==> src/rtl/lift_tick_timer.sv <==
// Slow-tick consumer for the lift: synchronizes the divided-clock square wave,
// turns each rising edge into a one-cycle tick_pulse and counts ticks as a start/busy/done timer.
module lift_tick_timer #(
    parameter int SYNC_STAGES = 2,
    parameter int CNT_W       = 8
) (
    input  logic             clk,
    input  logic             reset,
    input  logic             tick_in,
    input  logic             start,
    input  logic [CNT_W-1:0] load_val,
    input  logic             abort,
    output logic             busy,
    output logic             done,
    output logic [CNT_W-1:0] remaining,
    output logic             tick_pulse
);

    typedef enum logic [1:0] {
        ST_IDLE = 2'd0,
        ST_RUN  = 2'd1,
        ST_DONE = 2'd2
    } state_t;

    logic [SYNC_STAGES-1:0] sync_q, sync_d;
    logic                   prev_q, prev_d;
    logic                   tick_pulse_q, tick_pulse_d;
    state_t                 state_q, state_d;
    logic [CNT_W-1:0]       remaining_q, remaining_d;
    logic                   busy_q, busy_d;
    logic                   done_q, done_d;

    // Synchronizer, edge history and registered rising-edge pulse; independent of the FSM.
    always_comb begin
        sync_d       = {sync_q[SYNC_STAGES-2:0], tick_in};
        prev_d       = sync_q[SYNC_STAGES-1];
        tick_pulse_d = sync_q[SYNC_STAGES-1] & ~prev_q;
    end

    // Timer next state: in RUN abort beats a tick, and start is never looked at.
    always_comb begin
        state_d     = state_q;
        remaining_d = remaining_q;
        unique case (state_q)
            ST_IDLE: begin
                if (start) begin
                    if (load_val != '0) begin
                        remaining_d = load_val;
                        state_d     = ST_RUN;
                    end else begin
                        remaining_d = '0;
                        state_d     = ST_DONE;
                    end
                end
            end
            ST_RUN: begin
                if (abort) begin
                    remaining_d = '0;
                    state_d     = ST_IDLE;
                end else if (tick_pulse_q) begin
                    if (remaining_q > CNT_W'(1)) begin
                        remaining_d = remaining_q - CNT_W'(1);
                    end else begin
                        remaining_d = '0;
                        state_d     = ST_DONE;
                    end
                end
            end
            ST_DONE: begin
                state_d = ST_IDLE;
            end
            default: begin
                remaining_d = '0;
                state_d     = ST_IDLE;
            end
        endcase
        busy_d = (state_d == ST_RUN);
        done_d = (state_d == ST_DONE);
    end

    always_ff @(posedge clk or posedge reset) begin
        if (reset) begin
            sync_q       <= '0;
            prev_q       <= 1'b0;
            tick_pulse_q <= 1'b0;
            state_q      <= ST_IDLE;
            remaining_q  <= '0;
            busy_q       <= 1'b0;
            done_q       <= 1'b0;
        end else begin
            sync_q       <= sync_d;
            prev_q       <= prev_d;
            tick_pulse_q <= tick_pulse_d;
            state_q      <= state_d;
            remaining_q  <= remaining_d;
            busy_q       <= busy_d;
            done_q       <= done_d;
        end
    end

    assign busy       = busy_q;
    assign done       = done_q;
    assign remaining  = remaining_q;
    assign tick_pulse = tick_pulse_q;

endmodule

==> config.mk <==
export PLATFORM = sky130hd
export DESIGN_NAME = lift_tick_timer
export DESIGN_NICKNAME = d
export VERILOG_FILES = /design/src/rtl/lift_tick_timer.sv
export SDC_FILE = /design/constraint.sdc
export NUM_CORES = 1
export LEC_CHECK = 0
export ABC_AREA = 0
export ABC_CLOCK_PERIOD_IN_PS = 2000
export CORE_MARGIN = 10
export CORE_UTILIZATION = 40
export CTS_BUF_LIST = sky130_fd_sc_hd__clkbuf_16
export DETAILED_ROUTE_END_ITERATION = 8
export PLACE_DENSITY = 0.71
export SLEW_MARGIN = 0
export SYNTH_ARGS = -nofsm -noshare
export SYNTH_HDL_FRONTEND = slang
export SYNTH_SLANG_ARGS = --single-unit
==> constraint.sdc <==
create_clock -name clk -period 2 [get_ports clk]
set_input_delay 0.3 -clock clk [delete_from_list [all_inputs] [get_ports clk]]
set_output_delay 0.3 -clock clk [all_outputs]
set_load 0.02 [all_outputs]
==> flow_summary.json <==
{
  "maxSlewViolCount": 0,
  "dr_total_vias": 848,
  "yosysTopAreaCell": "dfrtp_1",
  "routed_wl_mm": 2.42,
  "dpl_cell_area_um2": 1160,
  "synthArstFlopShare": 1.00,
  "cts-buffers-inserted": 3,
  "multi_input_area_um2": 437,
  "synthAdderAreaFrac": 0.0287,
  "setup_violations": 0,
  "final-hold-violation-count": 0,
  "wl_per_cell_um": 16.6,
  "area_growth_pct": 42.6,
  "post-cts-setup-buffer-count": 0,
  "dp_hpwl_mm": 1.84,
  "grt_antenna_before_repair": 0,
  "hold_class": "reg2reg",
  "synth_simple_gate_area_frac": 0.225,
  "syn-cell-area_um2": 872,
  "worstSetupPathType": "reg2reg",
  "grt.overflow.total": 0,
  "synth_ff_type": "dfrtp_1",
  "start_util": 0.431,
  "period_needed_ns": 1.81,
  "fin_crit_sh": 0.907,
  "power_leakage_nw": 0.528,
  "core_area_um2": 2020,
  "synth_edf_count": 0,
  "clkSinkCount": 16,
  "synth_xor_area_frac": 0,
  "fillers": 166,
  "fin_util": 0.615,
  "yosys-top-cells-area": "dfrtp_1, a32oi_1, a21oi_1, inv_1, nor2_1",
  "clk_transition_reported_paths_ns": 0.05,
  "pin_count": 24,
  "regArea_um2": 400,
  "synthMuxAreaShare": 0.0115,
  "synth_top_area_share": 0.459,
  "yosys_warnings": 0,
  "fp.dieW_um": 66.7,
  "required_ns": 2.12,
  "drv_cap": 0,
  "cts_tree": "yes",
  "skew_ns": 0.000960,
  "cts_max_level": 1,
  "grt_pass1_wl_mm": 4.10,
  "ir_worst_vdd_mv": 0.685,
  "fmax_mhz": 551,
  "arrival_ns": 1.94,
  "cts_max_path_buffers": 2,
  "cts_root_buf": "clkbuf_16",
  "relSlewSlack": 0.588,
  "fin_nets": 135,
  "routabilityCongestion": 0.925,
  "power.total_w": 0.00177,
  "ys_seq_area_frac": 0.459,
  "rows": 16,
  "tns_ns": 0,
  "cp_max_fo": 4,
  "grt_max_degree": 17,
  "syn_nets": 104,
  "dr.pass1.iters": 4,
  "synth_cell_types": 33,
  "drc": 0,
  "rr_worst_depth": 4,
  "rsz0062_at_grt": "false",
  "num_antenna_cells": 0,
  "first_iter_violations": 34,
  "dieArea_um2": 4450,
  "end_kind": "flop",
  "p_per_area_nw_per_um2": 1420,
  "avgSynthCellArea_um2": 9.80,
  "die_h_um": 66.7,
  "insertion_delay_ns": 0.25,
  "synth-compound-area-share": 0.235,
  "synth.ff_latch_count": 16,
  "synth_cells": 89,
  "drive_above_1_share": 0.109,
  "status": "finished, final reports clean",
  "cts.repair.resized": 0,
  "hold_depth": 0,
  "synth_top_family_by_area": "compound AO/OA/AOI/OAI gates",
  "postCtsHoldBufs": 0,
  "startpoint_type": "flop",
  "numPortBuffers": 23,
  "design_area_um2": 1240,
  "tightest_slew_ns": 0.612,
  "track_usage": 0.115,
  "viasPerCell": 5.81,
  "final_common_cell": "clkdlybuf4s50_1",
  "final_antenna_net_count": 0,
  "final_cell_mix": "clkdlybuf4s50_1, dfrtp_1, nor2_1, inv_1",
  "grt_pass1_vias": 897
}
critical path, cell delays in order (launching register included):
cell     delay, ns
dfrtp_1       0.40
or3_1         0.46
or4b_4        0.51
a32oi_1       0.25
nor2_1        0.07
logic make-up after synthesis:
kind of cell | after synthesis
AND/OR/NAND/NOR | 32
AO/OA/AOI/OAI | 29
flip-flops | 16
buffers and inverters | 9
adder cells (fa/ha/maj) | 2
multiplexers | 1
layer usage:
metal,share of wire,vias up,track usage
li1,-,400,-
met3,0.070,7,0.0217
met4,0.028,0,0.0681
met1,0.44,409,0.143
met5,0,-,0
met2,0.46,32,0.180
path summary, 6_finish.rpt:
| kind | from | endpoint | slack [ns] |
|---|---|---|---|
| hold / removal | sync_q[0] | sync_q[1] | 0.36 |
| hold reg to reg | sync_q[0] | sync_q[1] | 0.36 |
| min in group asynchronous | reset | prev_q | 0.42 |
| setup reg to reg | remaining[5] | state_q[0] | 0.19 |
| setup / recovery | remaining[5] | state_q[0] | 0.19 |
| max in group asynchronous | reset | remaining[5] | 1.19 |
through the flow:
stage                     worst slack (ns)  cells  hold slack, ns
after floorplan                      0.149     89           0.214
after global placement               0.174    142           0.336
after detailed placement             0.135    142           0.342
after CTS                            0.197    146           0.366
after global routing                 0.104    146           0.382
final                                0.185    146           0.360
synth_stat cells (3+ instances only):
master / n
a21oi_1: 6
a32oi_1: 6
dfrtp_1: 16
inv_1: 7
nand2_1: 5
nand3_1: 3
nor2_1: 7
nor2b_1: 3
nor4_1: 3
o21ai_0: 4
o22ai_1: 3
registers in the layout, summed over array words and instances (netlist names):
register    count
prev_q          1
done            1
sync_q          2
state_q         2
tick_pulse      1
remaining       8
busy            1
cell type report:
class	count	area share
clock buffer	3	0.0604
timing repair buffer	28	0.215
clock inverter	1	0.00302
multi-input combinational	64	0.351
inverter	7	0.0211
sequential	16	0.322
tap	27	0.0272
power breakdown:
group          leakage, nW  internal (W)  total (W)  switching, W
registers            0.201      0.000408   0.000499     0.0000910
clock network       0.0385      0.000265   0.000391      0.000126
logic                0.288      0.000401   0.000876      0.000475
total                0.528       0.00107    0.00177      0.000692
Power figures use the tool's default switching activity.
==> RTL change, RTL diff (same settings) <==
Change the parameter `SYNC_STAGES` from 2 to 4.
--- a/src/rtl/lift_tick_timer.sv
+++ b/src/rtl/lift_tick_timer.sv
@@ -1,7 +1,7 @@
 // Slow-tick consumer for the lift: synchronizes the divided-clock square wave,
 // turns each rising edge into a one-cycle tick_pulse and counts ticks as a start/busy/done timer.
 module lift_tick_timer #(
-    parameter int SYNC_STAGES = 2,
+    parameter int SYNC_STAGES = 4,
     parameter int CNT_W       = 8
 ) (
     input  logic             clk,
Formal check against the unedited RTL: not equivalent (Yosys sat finds a counterexample within 4 cycles, from zero or initial values and one cycle with reset high).
==> RTL change against the original RTL <==
  * Sequential cell count is 2 higher
  * Sequential share of layout area up 1.7 points
  * Sequential power increased by 9.2%
  * Fmax fell by 2.7%
  * Routed wire length up 6.9%
  * Setup slack got worse by 50 ps
  * Core utilization down 2.0 points
  * Count of clock-buffer cells in the layout unchanged
  * Final area is 6.9% higher
  * Total power shrank 3.4%
  * Synthesized cell count is 6.7% higher
  * Area after synthesis grew 7.9%
  * Critical endpoint is now remaining[3]
==> RTL change: results (changes against the original RTL) <==
status completed; worst min-delay path class flop to flop; layout cells sized above 1 0.127 (+0.0177); first-pass GRT wire length 4490 um (+9.6%); Crit path max-delay family compound AO/OA/AOI/OAI gates; Commonest cells post-synth 18 x dfrtp_1, 9 x nor2_1, 8 x o21ai_0; number of global-route vias before repair 937 (+4.5%); H-tree lvl count 1 (unchanged); TritonCTS Buffers 3 (unchanged); max reg flops 8 (unchanged); Mapped Nets 110 (+5.8%); R2R Setup Slk 140 ps (-50 ps); slowest cell delay on critical path 550 ps (+40 ps); Max-slew headroom 0.530 (-0.0585); peak supply drop 907 uV (+32%); DRT iter0 DRCs 62 (+82%); crit path max-delay cell type or4_4; # Post-CTS Setup Buffers 0 (unchanged); Total GRT Usage 0.126 (+0.0100); via count 909 (+7.2%); final period utilization 0.932 (+0.0251); Critical Path Fanout Max 6 (+2); largest net degree at the start of global routing 19 (+2); Syn. warnings 0 (unchanged); Worst Path Required 2130 ps; Async S/R FF share, synth 1.00 (unchanged); drt first pass iters 4 (unchanged); Clock Path Buffers 2 (unchanged); Worst-path clk slew 50 ps (about the same); Wirelength per Cell 16.8 um (+1.3%); clock skew 4.01 ps (+3.05 ps); Lkg Pwr 0.547 nW (+3.6%); Post-DP Area 1250 um^2 (+7.4%); sequential cell area fraction in the yosys report 0.479 (+0.0196); CTS root buf clkbuf_16; Final GP Congestion 0.980 (+5.9%); Nets 142 (+5.2%); Synth area leaders dfrtp_1 48%, o21ai_0 4.3%, nor2_1 3.6%, nor4_1 3.3%, a21oi_1 3.2%; HPWL after DPL 1980 um (+7.5%); post-CTS sizing 0 (unchanged)
RTL change: cell count changes after synthesis, moves of 3 or more:
cell,unedited run,this run
a32oi_1,6,1
clkbuf_1,1,4
inv_1,7,4
o21ai_0,4,8
RTL change: worst paths after layout:
check | startpoint | to | cells after the start
max | remaining[5] | remaining[3] | 4
min | sync_q[1] | sync_q[2] | 0
max reg2reg | remaining[5] | remaining[3] | 4
min reg2reg | sync_q[1] | sync_q[2] | 0
max in group asynchronous | reset | done | 2
min in group asynchronous | reset | remaining[6] | 2
RTL change: area by class of cell:
type	instances	area, um^2
fill	209	903
multi-input combinational	69	460
sequential	18	450
timing repair buffer	31	290
clock buffer	3	75.1
tap	28	35.0
inverter	4	15.0
clock inverter	1	3.75
RTL change: kinds of logic after synthesis:
group / synth area share
compound gates: 0.283
simple gates: 0.180
fa+ha+maj: 0.0266
flops: 0.479
buf+inv: 0.0319
RTL change: through the flow:
step	hold slack [ps]	std cells	setup slack, ps	util
6_report	353	154	135	0.596
5_1_grt	365	154	30.5	0.596
4_1_cts	354	154	57.7	0.596
3_5_place_dp	337	150	61.9	0.560
3_3_place_gp	334	150	114	0.560
2_1_floorplan	239	95	111	-
RTL change: report_power, final:
part	internal (W)	switching [W]
Sequential	0.000440	0.000105
Clock	0.000266	0.000134
Combinational	0.000364	0.000397
Total	0.00107	0.000636
RTL change: metal layers:
metal	share of wire	routed length, um	track usage
met5	0	0	0
met4	0.013	34	0.0678
met3	0.074	191	0.0354
met2	0.48	1250	0.197
met1	0.43	1110	0.152
